--- src/rtl/mul_pkg.sv ---
// Shared types for the multiplier operand issuer: FSM state encoding and
// the operand pair that travels through the operand FIFO.
package mul_pkg;

  // Operand width the packed pair is laid out for; the issuer's NUM_BITS
  // defaults to this value.
  localparam int MUL_NUM_BITS = 32;

  typedef enum logic [1:0] {
    IDLE  = 2'd0,
    ISSUE = 2'd1,
    WAIT  = 2'd2,
    HOLD  = 2'd3
  } issuer_state_t;

  typedef struct packed {
    logic                    sign;
    logic [MUL_NUM_BITS-1:0] a;
    logic [MUL_NUM_BITS-1:0] b;
  } operand_pair_t;

  localparam int PAIR_W = $bits(operand_pair_t);

endpackage

--- src/rtl/operand_fifo.sv ---
// Synchronous first-word-fall-through FIFO holding operand pairs until the
// issuer is ready to start the next multiplication. Pointers wrap modulo
// DEPTH; a separate occupancy counter distinguishes full from empty.
module operand_fifo #(
  parameter int DEPTH = 4,
  parameter int WIDTH = 65
) (
  input  logic             clk,
  input  logic             rst_n,
  input  logic             push,
  input  logic [WIDTH-1:0] wdata,
  input  logic             pop,
  output logic [WIDTH-1:0] rdata,
  output logic             full,
  output logic             empty
);

  localparam int PTR_W = $clog2(DEPTH);

  logic [WIDTH-1:0] mem_q [DEPTH];
  logic [PTR_W-1:0] wr_ptr_q;
  logic [PTR_W-1:0] rd_ptr_q;
  logic [PTR_W:0]   count_q;
  logic             push_ok;
  logic             pop_ok;

  // Occupancy is registered state only, so full/empty carry no path from
  // the push/pop requests of the current cycle.
  assign full    = (count_q == (PTR_W+1)'(DEPTH));
  assign empty   = (count_q == '0);
  assign push_ok = push && !full;
  assign pop_ok  = pop && !empty;
  assign rdata   = mem_q[rd_ptr_q];

  // Storage array; written on accepted pushes, contents need no reset.
  always_ff @(posedge clk) begin
    if (push_ok) begin
      mem_q[wr_ptr_q] <= wdata;
    end
  end

  // Pointer and occupancy bookkeeping; push and pop together leave the
  // count unchanged while both pointers advance.
  always_ff @(posedge clk or negedge rst_n) begin
    if (!rst_n) begin
      wr_ptr_q <= '0;
      rd_ptr_q <= '0;
      count_q  <= '0;
    end else begin
      if (push_ok) begin
        wr_ptr_q <= wr_ptr_q + PTR_W'(1);
      end
      if (pop_ok) begin
        rd_ptr_q <= rd_ptr_q + PTR_W'(1);
      end
      case ({push_ok, pop_ok})
        2'b10:   count_q <= count_q + (PTR_W+1)'(1);
        2'b01:   count_q <= count_q - (PTR_W+1)'(1);
        default: count_q <= count_q;
      endcase
    end
  end

endmodule

--- src/rtl/mul_operand_issuer.sv ---
// Front-end for the sequential radix-4 shift-add multiplier. Buffers operand
// pairs, starts one multiplication at a time with a single-cycle load pulse,
// waits a fixed latency (the multiplier has no done flag) and returns the
// product over a valid/ready stream.
module mul_operand_issuer
  import mul_pkg::*;
#(
  parameter int NUM_BITS    = MUL_NUM_BITS,
  parameter int DEPTH       = 4,
  parameter int MUL_LATENCY = 40
) (
  input  logic                clk,
  input  logic                rst_n,
  input  logic                in_valid,
  output logic                in_ready,
  input  logic                in_signed,
  input  logic [NUM_BITS-1:0] in_a,
  input  logic [NUM_BITS-1:0] in_b,
  output logic                mul_load,
  output logic                mul_sign,
  output logic [NUM_BITS-1:0] mul_a,
  output logic [NUM_BITS-1:0] mul_b,
  input  logic [NUM_BITS-1:0] mul_result,
  output logic                out_valid,
  input  logic                out_ready,
  output logic [NUM_BITS-1:0] out_result,
  output logic                out_signed
);

  localparam int CNT_W = $clog2(MUL_LATENCY) + 1;
  localparam logic [CNT_W-1:0] CNT_LAST = CNT_W'(MUL_LATENCY - 1);

  issuer_state_t   state_q;
  logic [CNT_W-1:0] cnt_q;
  operand_pair_t   push_pair;
  operand_pair_t   head_pair;
  logic            fifo_full;
  logic            fifo_empty;
  logic            pop_d;

  // Pack the incoming pair in the shared struct layout.
  always_comb begin
    push_pair      = '0;
    push_pair.sign = in_signed;
    push_pair.a    = in_a;
    push_pair.b    = in_b;
  end

  // A new operation starts only from IDLE with no product awaiting hand-off;
  // this is the only place the FIFO is popped.
  assign pop_d    = (state_q == IDLE) && !fifo_empty && !out_valid;
  assign in_ready = !fifo_full;

  operand_fifo #(
    .DEPTH (DEPTH),
    .WIDTH (PAIR_W)
  ) u_fifo (
    .clk   (clk),
    .rst_n (rst_n),
    .push  (in_valid),
    .wdata (push_pair),
    .pop   (pop_d),
    .rdata (head_pair),
    .full  (fifo_full),
    .empty (fifo_empty)
  );

  // Issue FSM: owns the multiplier's timing, holds operands stable for the
  // whole operation and registers every output it drives.
  always_ff @(posedge clk or negedge rst_n) begin
    if (!rst_n) begin
      state_q    <= IDLE;
      cnt_q      <= '0;
      mul_load   <= 1'b0;
      mul_sign   <= 1'b0;
      mul_a      <= '0;
      mul_b      <= '0;
      out_valid  <= 1'b0;
      out_result <= '0;
      out_signed <= 1'b0;
    end else begin
      mul_load <= 1'b0;
      case (state_q)
        IDLE: begin
          if (pop_d) begin
            state_q  <= ISSUE;
            mul_load <= 1'b1;
            mul_sign <= head_pair.sign;
            mul_a    <= head_pair.a;
            mul_b    <= head_pair.b;
          end
        end
        ISSUE: begin
          cnt_q   <= '0;
          state_q <= WAIT;
        end
        WAIT: begin
          if (cnt_q == CNT_LAST) begin
            // The multiplier exposes one result bus per mode; the caller
            // wires the one matching mul_sign, so a single capture suffices.
            out_result <= mul_result;
            out_signed <= mul_sign;
            out_valid  <= 1'b1;
            state_q    <= HOLD;
          end else begin
            cnt_q <= cnt_q + CNT_W'(1);
          end
        end
        HOLD: begin
          if (out_ready) begin
            out_valid <= 1'b0;
            state_q   <= IDLE;
          end
        end
        default: state_q <= IDLE;
      endcase
    end
  end

endmodule

--- config.mk ---
export PLATFORM = sky130hd
export DESIGN_NAME = mul_operand_issuer
export DESIGN_NICKNAME = d
export VERILOG_FILES = /design/src/rtl/mul_pkg.sv /design/src/rtl/operand_fifo.sv /design/src/rtl/mul_operand_issuer.sv
export SDC_FILE = /design/constraint.sdc
export NUM_CORES = 1
export LEC_CHECK = 0
export ABC_AREA = 0
export CORE_MARGIN = 2
export CORE_UTILIZATION = 54
export DETAILED_ROUTE_END_ITERATION = 10
export PLACE_DENSITY = 0.77
export RECOVER_POWER = 25
export SLEW_MARGIN = 20
export SYNTH_ARGS = -nofsm -noshare
export SYNTH_HDL_FRONTEND = slang
export SYNTH_HIERARCHICAL = 1
export SYNTH_SLANG_ARGS = --single-unit
export TNS_END_PERCENT = 100
--- constraint.sdc ---
create_clock -name clk -period 4.2 [get_ports clk]
set_clock_uncertainty 0.1 [all_clocks]
set_input_delay 0.63 -clock clk [delete_from_list [all_inputs] [get_ports clk]]
set_output_delay 0.63 -clock clk [all_outputs]
set_load 0.005 [all_outputs]
# Yosys cells after proc, flatten, opt, wreduce, memory -nomap -nowiden

Memories as Yosys holds them, arrays and structs flattened. A register that Yosys moved wholly into a read port is not among the register bits.
Index checks and enable logic that the tools add are counted.

Add/subtract/negate cells: 5
Eq/ne operators: 11
Mux-type cells: 14
Reduce and logical (&&, ||, !) cells: 18

Operators by type and width:

| kind                                                                     | count |
|---|---|
| 7-bit case mux with 2 select lines                                       | 1 |
| 2-bit case mux with 4 select lines                                       | 1 |
| 7-bit by 1-bit adder with 7-bit output (second input constant)           | 1 |
| 7-bit by 6-bit equality test with 1-bit output (second input constant)   | 1 |
| 7-bit 2-to-1 mux                                                         | 1 |
| 2-bit equality test (second input constant)                              | 3 |
| 1-bit 2-to-1 mux                                                         | 6 |
| 2-bit 2-to-1 mux                                                         | 3 |
| 2-bit inequality test (second input constant)                            | 3 |
| 3-bit case mux with 2 select lines                                       | 1 |
| 2-bit AND reduction                                                      | 3 |
| 3-bit AND reduction                                                      | 2 |
| 2-bit nonzero test                                                       | 3 |
| 2-bit by 1-bit adder with 2-bit output (second input constant)           | 2 |
| 2-bit by 1-bit equality test with 1-bit output (second input constant)   | 2 |
| 1-bit logical AND                                                        | 4 |
| 1-bit zero test                                                          | 4 |
| 3-bit by 1-bit adder with 3-bit output (second input constant)           | 1 |
| 3-bit equality test (second input constant)                              | 1 |
| 3-bit zero test                                                          | 1 |
| 3-bit by 1-bit subtractor with 3-bit output (second input constant)      | 1 |
| 2-bit zero test                                                          | 1 |
| 2-bit by 1-bit inequality test with 1-bit output (second input constant) | 1 |
| 1-bit case mux with 2 select lines                                       | 1 |

Bits in registers: 51
Bits in writable memories: 260
Output and inout bits: 101
Memories kept: 1

Memory list:

| name         | words | bits a word | read ports | clocked after memory_dff | write ports | RTL line           | text |
|---|---|---|---|---|---|---|---|
| u_fifo.mem_q | 4     | 65          | 1          | 1                        | 1           | operand_fifo.sv:20 | `logic [WIDTH-1:0] mem_q [DEPTH];` |

# Depth between registers and ports, before layout

Word-level depth: 7
Depth in mapped cells: 12

# Cells and area by module

Netlist, hierarchy kept.

By module, submodules not included:

| module             | instances | cells each | area an instance (µm²) |
|---|---|---|---|
| operand_fifo       | 1         | 377        | 9831.9 |
| mul_operand_issuer | 1         | 271        | 4299.1 |

# Least setup slack after synthesis

OpenSTA, ideal clock, no wires.

Kind: input to register
Start point: in in_valid
End point: mem u_fifo.mem_q[0][0] (enable)
Arrival: 2530 ps
Data required time: 3670 ps
Path slack: 1140 ps
Stages: 2
Path buffers: 0
Cell sequence: nor2b_1 -> and2_1

Longest elaborated chain between the ends: 3

Ends and longest elaborated chain:

| what                                   | RTL line                 | text |
|---|---|---|
| start: declaration                     | mul_operand_issuer.sv:14 | `input logic in_valid,` |
| 1-bit logical AND                      | operand_fifo.sv:31       | `assign push_ok = push && !full;` |
| 1-bit 2-to-1 mux                       | operand_fifo.sv:37       | `if (push_ok) begin` |
| 1-bit 2-to-1 mux (not written as such) | operand_fifo.sv:38       | `mem_q[wr_ptr_q] <= wdata;` |
| end: declaration                       | operand_fifo.sv:20       |  |

No other way between the ends.

# Worst setup path in the final report

Start point: reg state_q[0]
End point: reg state_q[1]

Longest elaborated chain between the ends: 5
Elaborated cells between the ends (all ways): 11

Ends and longest elaborated chain:

| what                                                       | RTL line                                           | text |
|---|---|---|
| start: declaration                                         | mul_operand_issuer.sv:33                           | `issuer_state_t state_q;` |
| start signal: assignment                                   | mul_operand_issuer.sv:72                           | `state_q <= IDLE;` |
| start signal: assignment                                   | mul_operand_issuer.sv:86                           | `state_q <= ISSUE;` |
| start signal: assignment                                   | mul_operand_issuer.sv:95                           | `state_q <= WAIT;` |
| 2-bit zero test                                            | mul_operand_issuer.sv:51, mul_operand_issuer.sv:83 |  |
| 1-bit logical AND (2 in a row)                             | mul_operand_issuer.sv:51                           | `assign pop_d = (state_q == IDLE) && !fifo_empty && !out_valid;` |
| 2-bit by 1-bit inequality test with 1-bit output (no line) | --                                                 |  |
| 3-bit AND reduction (no line)                              | --                                                 |  |

Parallel ways exist; a longest one is shown, timed or not.
A chain may end at the register's enable or synchronous reset.

==> flow_summary.toml <==
[floorplanning]
start_util = 0.545
pin_count = 202
die_y_um = 166
rows = 59
core_um2 = 25900
chipWidth_um = 166
dieArea_um2 = 27500

[clock_tree]
clk_pin_slew_ps = 60
clk_path_buf_depth = 3
cts-root-buf = "clkbuf_16"
clkSinkCount = 376
cts_tree = "yes"
clk_latency_ps = 510
cts_resized = 0
numCtsBuffers = 37
post_cts_buffers = 0
htree_num_levels = 2
postCtsHoldBufs = 0

[worst_setup_path]
path_cells = "inv_1 -> ha_1 -> nor3b_4 -> buf_4 -> inv_1 -> a221oi_4 -> mux2_4"
crit_top_cell = "inv_1"
worstPathRequired_ps = 4490
arrival_ps = 3120
setup.worst_path.start_class = "flip-flop"
end_kind = "flip-flop"
cp_slowest_stage_delay_ps = 700
path_buf_inv = 3
slowest_stage = "buf_4"
path_max_fanout = 66
critical_path_class = "reg -> reg"
critPathTopFamily = "buffers and inverters"

[grt]
overflow = 0
grt_first_pass_wirelength_um = 41500
antenna_found_initial = 3
grt_max_degree = 67
grt_usage = 0.193
grt_pass1_vias = 7491

[synth]
dominantRegCellSynth = "edfxtp_1"
yosys_warnings = 6
syn_area_um2 = 14100
yosysMostFrequentCell = "edfxtp_1"
synth_common_cells = "260 x edfxtp_1, 116 x dfrtp_1, 95 x mux2_2, 65 x mux4_2, 15 x buf_2"
syn_nets = 760
synth_edf_count = 260
syn_area_per_cell_um2 = 21.8
yosysTopAreaCellShare = 0.553
yosys.area.top_type = "edfxtp_1"
yosysSeqAreaShare = 0.758
syn_inst = 648
ys_top_cells_by_area = "edfxtp_1 55%, dfrtp_1 21%, mux4_2 10%"
ys_ff_latch = 376
synth_cell_type_count = 42
async_reset_ff_frac = 0.309

[final_layout]
num-nets-final = 977
final_cells = 1231
final_design_area_no_fill_um2 = 17600
drive_gt1_frac = 0.258
num-fill-cells = 1590
syn_to_final_growth_pct = 24.7

[timing]
fin_setup_tns_ps = 0
slew_headroom = -0.643
worst_pin_slew_ps = 2460
maxSlewViolCount = 45
hold_violations = 0
setup_viol = 0
period_share = 0.675
fmax_ghz = 0.353
period_minus_slack_ps = 2830
grt_setup_unrepaired = "no"
finalHoldWorstSlack_ps = 399

[drt]
num_vias = 6828
routed_wl_um = 26000
viasPerCell = 5.55
drcViolationCount = 0
ant_nets = 0
drt_iter0_markers = 473
wl_per_cell_um = 21.1
first_pass_iters = 4

[placed_design]
dp_hpwl_um = 15800
dp_cells = 1161
io_buffers = 201
globalplace.congestion = 0.761
dpl_cell_area_um2 = 16400

[power_and_ir_drop]
comb_power_share = 0.090
seq_power_share = 0.544
switching_power_mw = 1.92
power_per_cell_area_nw_per_um2 = 495
p_clk_frac = 0.366
p_int_mw = 6.80
vdd_drop_max_uv = 390
p_leak_nw = 6.40
netSwitchingFraction = 0.220

[run_status]
violations = "capacitance limit, slew limit"
outcome = "finished, violations left"

[flow_run]
drv_cap = 1

[hold_path]
min_path_type = "reg -> reg"
==> worst register-to-register path: cells and delay by family (launching register included) <==
family | cells | cell delay (ps)
DFF | 1 | 430
and+or+nand+nor | 1 | 240
buffers and inverters | 3 | 1000
muxes | 1 | 320
AOI/OAI and AO/OA | 1 | 360
adders and majority gates | 1 | 270
==> power groups by stage <==
stage	clock network, mW	registers (mW)	logic (mW)
after floorplan	0	4.77	0.418
after global placement	0	4.75	0.771
after detailed placement	0	4.80	0.807
after CTS	3.26	4.74	0.820
after global routing	3.41	4.77	0.865
final	3.19	4.74	0.788
==> cell families (layout without fill, tap and decap cells) <==
family          Yosys count  after routing  share of synthesized area
flops                   376            376                      0.758
simple gates             32             32                     0.0148
compound gates           15             15                    0.00921
mux                     167            167                      0.185
xor+xnor                  8              8                    0.00496
fa+ha+maj                11             11                     0.0103
buf+inv                  39            285                     0.0179
other cells               0              2                          0
==> final timing paths <==
| kind | from | endpoint | slack, ps | cells after the start |
|---|---|---|---|---|
| max in group asynchronous | rst_n | u_fifo/rd_ptr_q[1] | 1480 | 1 |
| worst min register to register | out_result[29] | out_result[29] | 400 | 1 |
| worst min-delay path | out_result[29] | out_result[29] | 400 | 1 |
| worst max-delay path | state_q[0] | state_q[1] | 1370 | 7 |
| min in group asynchronous | rst_n | out_result[8] | 780 | 1 |
| worst max register to register | state_q[0] | state_q[1] | 1370 | 7 |
==> cell type report <==
type	instances	area (um2)	area share
Sequential cell	376	10700	0.608
Timing Repair Buffer	205	2050	0.116
Multi-Input combinational cell	233	3180	0.181
Clock inverter	17	128	0.00724
Clock buffer	51	1070	0.0608
Inverter	12	45.0	0.00256
Tap cell	335	419	0.0238
Antenna cell	2	5.00	0.000284
==> metrics by stage <==
stage | setup WS (ps) | power (mW) | util
finish | 1370 | 8.71 | 0.680
global route | 935 | 9.05 | 0.680
CTS | 1290 | 8.82 | 0.680
detailed placement | 1190 | 5.61 | 0.634
global placement | 1250 | 5.52 | 0.634
floorplan | 1140 | 5.19 | -
==> layout by cell type, fill, tap and decap left out, drive strengths merged, types with 3 or more instances in the layout <==
cell type,count
nand2,6
mux4,65
clkinv,14
xnor2,4
and2,4
nor2,3
a21o,4
mux2,100
dfrtp,116
edfxtp,260
xor2,4
o21ai,3
nand3,6
inv,13
nor3b,5
ha,10
clkdlybuf4s50,156
dlygate4sd3,44
clkbuf,52
buf,4
==> layer usage <==
layer  up-vias  routed length, um  track usage  share of wire
met1      3518              10600        0.252           0.41
met5         -                  7            0        0.00027
li1       3020                  -            -              -
met2       252              13400        0.335           0.52
met4         2                352       0.0416          0.014
met3        36               1640       0.0462          0.063
==> flip-flops by register name, summed over array words and instances, names as in the netlist <==
signal           count
u_fifo/wr_ptr_q      2
out_signed           1
mul_load             1
state_q              2
u_fifo/mem_q       260
u_fifo/count_q       3
out_result          32
out_valid            1
mul_b               32
mul_a               32
u_fifo/rd_ptr_q      2
cnt_q                7
mul_sign             1
Note: power is estimated with default switching activity, not from simulation.
